### config.mk
export PLATFORM = sky130hd
export DESIGN_NAME = wb_burst_responder
export DESIGN_NICKNAME = d
export VERILOG_FILES = /design/src/rtl/wb_burst_responder.sv
export SDC_FILE = /design/constraint.sdc
export NUM_CORES = 2
export LEC_CHECK = 0
export BUFFER_PORTS_ARGS = -buffer_cell sky130_fd_sc_hd__clkbuf_2
export CORE_MARGIN = 5
export CORE_UTILIZATION = 30
export DETAILED_ROUTE_END_ITERATION = 7
export GPL_ROUTABILITY_DRIVEN = 0
export SYNTH_ARGS = -nofsm -noshare
export SYNTH_HDL_FRONTEND = slang
export SYNTH_SLANG_ARGS = --single-unit
export TNS_END_PERCENT = 5
### constraint.sdc
create_clock -name clk -period 10.4 [get_ports clk]
set_input_delay 1.56 -clock clk [delete_from_list [all_inputs] [get_ports clk]]
set_output_delay 1.56 -clock clk [all_outputs]
set_load 0.01 [all_outputs]
### src/rtl/wb_burst_responder.sv
// Wishbone B4 registered-feedback RAM slave with classic, incrementing and
// wrapping burst support, plus beat/error coverage counters.
module wb_burst_responder #(
  parameter int unsigned ADDR_WIDTH  = 32,
  parameter int unsigned DATA_WIDTH  = 32,
  parameter int unsigned MEM_WORDS   = 64,
  parameter int unsigned BASE_ADDR   = 0,
  parameter int unsigned WAIT_STATES = 0
) (
  input  logic                    clk,
  input  logic                    rst_n,
  input  logic                    wbs_cyc_i,
  input  logic                    wbs_stb_i,
  input  logic                    wbs_we_i,
  input  logic [ADDR_WIDTH-1:0]   wbs_adr_i,
  input  logic [DATA_WIDTH-1:0]   wbs_dat_i,
  input  logic [DATA_WIDTH/8-1:0] wbs_sel_i,
  input  logic [2:0]              wbs_cti_i,
  input  logic [1:0]              wbs_bte_i,
  output logic [DATA_WIDTH-1:0]   wbs_dat_o,
  output logic                    wbs_ack_o,
  output logic                    wbs_err_o,
  output logic [15:0]             beat_count_o,
  output logic [7:0]              err_count_o
);

  localparam int unsigned SEL_W  = DATA_WIDTH / 8;
  localparam int unsigned OFFS   = $clog2(SEL_W);
  localparam int unsigned IDX_W  = $clog2(MEM_WORDS);
  localparam int unsigned WCNT_W = 2;

  typedef enum logic [1:0] {IDLE, WAIT, RESP, BURST} state_t;

  state_t                  state, state_n;
  logic [ADDR_WIDTH-1:0]   acnt, acnt_n;
  logic [WCNT_W-1:0]       wcnt, wcnt_n;
  logic                    ack_n, err_n;
  logic [DATA_WIDTH-1:0]   dat_n;
  logic [ADDR_WIDTH-1:0]   start_idx;
  logic [ADDR_WIDTH-1:0]   adv_idx;
  logic [ADDR_WIDTH-1:0]   wrap_mask;
  logic [ADDR_WIDTH-1:0]   load_idx;
  logic                    present;
  logic                    wr_en;

  logic [DATA_WIDTH-1:0]   mem [MEM_WORDS];

  function automatic logic in_range(input logic [ADDR_WIDTH-1:0] idx);
    return idx < ADDR_WIDTH'(MEM_WORDS);
  endfunction

  // Word index of the incoming address relative to the RAM base.
  assign start_idx = (wbs_adr_i - ADDR_WIDTH'(BASE_ADDR)) >> OFFS;

  // Burst address advance: linear, or wrap within an aligned N-word block.
  always_comb begin
    wrap_mask = '1;
    case (wbs_bte_i)
      2'b01:   wrap_mask = ADDR_WIDTH'(3);
      2'b10:   wrap_mask = ADDR_WIDTH'(7);
      2'b11:   wrap_mask = ADDR_WIDTH'(15);
      default: wrap_mask = '1;
    endcase
    adv_idx = (acnt & ~wrap_mask) | ((acnt + ADDR_WIDTH'(1)) & wrap_mask);
  end

  // Next-state, address counter and next registered response.
  always_comb begin
    state_n  = state;
    acnt_n   = acnt;
    wcnt_n   = wcnt;
    ack_n    = 1'b0;
    err_n    = 1'b0;
    dat_n    = '0;
    load_idx = acnt;
    present  = 1'b0;
    wr_en    = 1'b0;
    case (state)
      IDLE: begin
        if (wbs_cyc_i && wbs_stb_i && !wbs_ack_o && !wbs_err_o) begin
          acnt_n   = start_idx;
          load_idx = start_idx;
          if (WAIT_STATES == 0) begin
            present = 1'b1;
            state_n = RESP;
          end else begin
            wcnt_n  = WCNT_W'(WAIT_STATES);
            state_n = WAIT;
          end
        end
      end
      WAIT: begin
        if (!wbs_cyc_i) begin
          state_n = IDLE;
        end else begin
          wcnt_n = wcnt - WCNT_W'(1);
          if (wcnt_n == '0) begin
            present = 1'b1;
            state_n = RESP;
          end
        end
      end
      RESP: begin
        if (!wbs_cyc_i || wbs_err_o) begin
          state_n = IDLE;
        end else if (wbs_stb_i) begin
          wr_en  = wbs_we_i;
          acnt_n = adv_idx;
          if (wbs_cti_i == 3'b010) begin
            load_idx = adv_idx;
            present  = 1'b1;
            state_n  = BURST;
          end else begin
            state_n = IDLE;
          end
        end else begin
          // Strobe withdrawn before completing: keep presenting the beat.
          present = 1'b1;
        end
      end
      BURST: begin
        if (!wbs_cyc_i) begin
          state_n = IDLE;
        end else if (wbs_ack_o) begin
          if (wbs_stb_i) begin
            wr_en  = wbs_we_i;
            acnt_n = adv_idx;
            if (wbs_cti_i == 3'b111) begin
              state_n = IDLE;
            end else begin
              load_idx = adv_idx;
              present  = 1'b1;
            end
          end
        end else if (wbs_stb_i) begin
          present = 1'b1;
        end
      end
      default: state_n = IDLE;
    endcase
    if (present) begin
      if (in_range(load_idx)) begin
        ack_n = 1'b1;
        dat_n = mem[load_idx[IDX_W-1:0]];
      end else begin
        // Error beat is terminal: RESP drops back to IDLE after it.
        err_n   = 1'b1;
        state_n = RESP;
      end
    end
  end

  // State, address counter, registered bus outputs and coverage counters.
  always_ff @(posedge clk or negedge rst_n) begin
    if (!rst_n) begin
      state        <= IDLE;
      acnt         <= '0;
      wcnt         <= '0;
      wbs_ack_o    <= 1'b0;
      wbs_err_o    <= 1'b0;
      wbs_dat_o    <= '0;
      beat_count_o <= '0;
      err_count_o  <= '0;
    end else begin
      state        <= state_n;
      acnt         <= acnt_n;
      wcnt         <= wcnt_n;
      wbs_ack_o    <= ack_n;
      wbs_err_o    <= err_n;
      wbs_dat_o    <= dat_n;
      beat_count_o <= beat_count_o + 16'(ack_n);
      if (err_n && (err_count_o != 8'hFF)) begin
        err_count_o <= err_count_o + 8'd1;
      end
    end
  end

  // RAM write with byte-lane enables; contents survive reset.
  always_ff @(posedge clk) begin
    if (wr_en) begin
      for (int k = 0; k < SEL_W; k++) begin
        if (wbs_sel_i[k]) begin
          mem[acnt[IDX_W-1:0]][k*8 +: 8] <= wbs_dat_i[k*8 +: 8];
        end
      end
    end
  end

endmodule

==> flow_metrics.env <==
export IMPL_critPathLaunchType="input pin"
export IMPL_num_io_pins=136
export IMPL_placementRows=198
export IMPL_fillers=28300
export IMPL_coreArea_um2=291000
export IMPL_maxCapViolCount=0
export IMPL_vias=59400
export IMPL_dieWidth_um=551
export IMPL_drv_slew=0
export IMPL_crit_chain="clkbuf_2 -> nand3_1 -> nor3_1 -> o211ai_1 -> buf_12 -> nand2_4 -> nor2_4 -> buf_4 -> a32oi_1 -> a221oi_1 -> a211o_1 -> o2111ai_1 -> o211a_1"
export IMPL_nets=6918
export IMPL_r2r_start="state[0]"
export IMPL_ys_seq_elements=2142
export IMPL_syn_area_per_cell_um2=12.8
export IMPL_reg2reg_to="wbs_dat_o[22]"
export IMPL_vias_per_cell=5.42
export IMPL_clkSinkCount=2142
export IMPL_ys_warn_count=0
export IMPL_post_cts_setup_buffers=0
export IMPL_ys_types=90
export IMPL_cts_buffer_depth=3
export IMPL_hold_viol_final=0
export IMPL_start_util_pct=30.2
export IMPL_syn_to_final_growth_pct=13.5
export IMPL_drtAntennaViolNets=0
export IMPL_hold_end="beat_count_o[15]"
export IMPL_dieArea_um2=304000
export IMPL_cts_tree="yes"
export IMPL_path_max_fanout=72
export IMPL_hpwl_um=169000
export IMPL_syn_nets=6933
export IMPL_min_path_type="reg2reg"
export IMPL_htreeDepth=4
export IMPL_setup_viol=0
export IMPL_grt_max_degree=158
export IMPL_clk_latency_ns=0.90
export IMPL_synthCells=6848
export IMPL_crit_path_end_kind="register"
export IMPL_layout_drive_gt1_share_pct=9.23
export IMPL_critical_path_required_ns=11.17
export IMPL_drcViolationCount=0
export IMPL_worst_clock_skew_ns=0.0811
export IMPL_grt_pass1_wl_um=405000
export IMPL_ctsHoldBuffers=0
export IMPL_antenna_found_initial=23
export IMPL_min_delay_start="beat_count_o[15]"
export IMPL_period_needed_ns=6.56
export IMPL_cts_buffers=210
export IMPL_clkTransAtPathRegs_ns=0.06
export IMPL_critPathArrivalTime_ns=7.33
export IMPL_fin_tns_setup_ns=0
export IMPL_cp_slowest_cell="nor2_4"
export IMPL_port_buffers=133
export IMPL_crit_type="in2reg"
export IMPL_async_flop_share_pct=4.39
export IMPL_status="complete, no violations"
export IMPL_hold_depth=1
export IMPL_post_drt_wl_per_cell_um=26.3
export IMPL_ir_drop_mv=0.298
export IMPL_cp_startpoint="wbs_cyc_i"
export IMPL_ys_seq_area_share_pct=72.6
export IMPL_synth_edf_count=2048
export IMPL_fmax_ghz=0.152
export IMPL_cts_resized_gates=0
export IMPL_fp_dieH_um=551
export IMPL_grt_usage_pct=18.3
export IMPL_overflow=0
export IMPL_totalWireLength_um=288000
export IMPL_tightestPinTransition_ns=1.31
export IMPL_reg2regPathDepth=13
export IMPL_synth_main_ff_cell="edfxtp_1"
export IMPL_first_global_vias=55500
export IMPL_netlist_area_um2=87900
export IMPL_holdWs_ns=0.483
export IMPL_slew_headroom_pct=12.7
export IMPL_reg2reg_slack_ns=4.07
export IMPL_power_density_nw_per_um2=258
export IMPL_rsz0062_at_grt="false"
export IMPL_slowest_delay_ns=1.05
export IMPL_cts_root_buf="clkbuf_16"
export IMPL_min_period_over_period_pct=63.1
export IMPL_drt_initial_drc_count=7723
export IMPL_drt_pre_antenna_iters=8
export IMPL_p_leak_uw=0.0330
how the worst max path moves through the flow:
stage	endpoint	slack [ns]	depth (start not counted)
after floorplan	beat_count_o[13]	5.23	17
after global placement	wbs_dat_o[22]	3.27	13
after detailed placement	wbs_dat_o[22]	3.19	13
after CTS	wbs_dat_o[22]	4.11	13
after global routing	beat_count_o[12]	3.83	19
final	wbs_dat_o[22]	3.84	13
registers in the layout, indices dropped and copies added, names as in the netlist:
register / count
wbs_dat_o: 32
err_count_o: 8
wbs_ack_o: 1
state: 2
wcnt: 2
beat_count_o: 16
wbs_err_o: 1
mem: 2048
acnt: 32
critical path: cells and delay by family:
family                 cells  cell delay, ns
AND/OR/NAND/NOR            4            2.06
AO/OA/AOI/OAI              6            2.04
buffers and inverters      3            1.53
cell usage after synthesis, drive strengths merged (8+ instances only):
| library cell | number | area [um^2] |
|---|---|---|
| nand4 | 60 | 403 |
| buf | 236 | 1060 |
| xnor2 | 17 | 149 |
| a211oi | 107 | 818 |
| a2111oi | 12 | 136 |
| and3 | 156 | 976 |
| o31ai | 9 | 67.6 |
| o211ai | 33 | 248 |
| nor2 | 361 | 1360 |
| a21oi | 114 | 571 |
| a221oi | 17 | 149 |
| mux2i | 157 | 1570 |
| clkbuf | 250 | 938 |
| a31oi | 154 | 963 |
| a32o | 11 | 110 |
| a32oi | 64 | 561 |
| a311oi | 116 | 1020 |
| dfrtp | 94 | 2350 |
| a21o | 8 | 60.1 |
| nand2 | 1743 | 6540 |
| inv | 29 | 109 |
| nand3 | 616 | 3090 |
| and4 | 9 | 78.8 |
| edfxtp | 2048 | 61500 |
| o22ai | 49 | 307 |
| nor3 | 68 | 355 |
| o2111ai | 20 | 175 |
| mux4 | 10 | 225 |
| nor4 | 29 | 200 |
| o21ai | 111 | 556 |
kinds of logic after synthesis:
logic type               count (synthesis)  synth area share [%]
AO/OA/AOI/OAI                          896                  7.28
XOR/XNOR                                24                 0.239
adder cells (fa/ha/maj)                  7                0.0996
buffers and inverters                  515                  2.40
flip-flops                            2142                  72.6
multiplexers                           172                  2.11
AND/OR/NAND/NOR                       3092                  15.2
stage by stage:
step	utilization [%]	instances	area (um^2)	setup WS [ns]	total power (uW)
6_report	34.3	10900	99800	3.84	25700
4_1_cts	34.2	10900	99700	4.11	25600
3_3_place_gp	31.9	10500	92900	3.27	18000
5_1_grt	34.2	10900	99700	3.83	26600
2_1_floorplan	-	6848	87900	5.23	14700
3_5_place_dp	31.9	10500	92900	3.19	18100
area by class of cell:
type	count	area [um^2]	area share [%]
clock buffers	264	5570	5.58
flip-flops and latches	2142	63900	64.0
diodes	30	75.1	0.0752
clock inverters	126	1300	1.31
repair buffers	259	1870	1.87
multi-input cells	4191	22100	22.2
inverters	29	109	0.109
well taps	3900	4880	4.89
report_power, final:
part	total (uW)	switching (uW)	internal [uW]	leakage, uW
Combinational	8400	6210	2190	0.0100
Clock	7600	3340	4260	0.00334
Sequential	9740	211	9520	0.0196
Total	25700	9760	16000	0.0330
layout by cell type, fill, tap and decap left out, types with 17 or more instances in the layout:
cell | Yosys | layout
edfxtp_1 | 2048 | 2048
nor2_1 | 361 | 347
buf_4 | 2 | 106
a221oi_1 | 17 | 17
o22ai_1 | 49 | 48
a32oi_1 | 64 | 64
mux2i_1 | 157 | 157
nand3_1 | 615 | 614
buf_12 | 0 | 20
o21ai_0 | 110 | 108
bufinv_16 | 0 | 18
a211oi_1 | 104 | 104
clkbuf_16 | 0 | 212
and3_1 | 156 | 155
dfrtp_1 | 94 | 93
inv_1 | 28 | 28
nand4_1 | 57 | 57
a21oi_1 | 114 | 113
clkbuf_2 | 0 | 132
nor3_1 | 65 | 65
nor4_1 | 26 | 26
a31oi_1 | 154 | 152
diode_2 | 0 | 30
xnor2_1 | 17 | 17
clkinv_2 | 0 | 36
clkbuf_1 | 250 | 45
o211ai_1 | 33 | 33
a311oi_1 | 116 | 116
o2111ai_1 | 20 | 20
clkinv_1 | 0 | 43
nand2_1 | 1743 | 1737
per-layer routing:
layer | track usage [%] | wire length (um) | up-vias
li1 | - | - | 25600
met1 | 24.0 | 114000 | 30000
met2 | 28.0 | 130000 | 3186
met3 | 4.71 | 29300 | 601
met4 | 9.18 | 14500 | 22
met5 | 0.469 | 330 | -
Power figures use the tool's default switching activity.
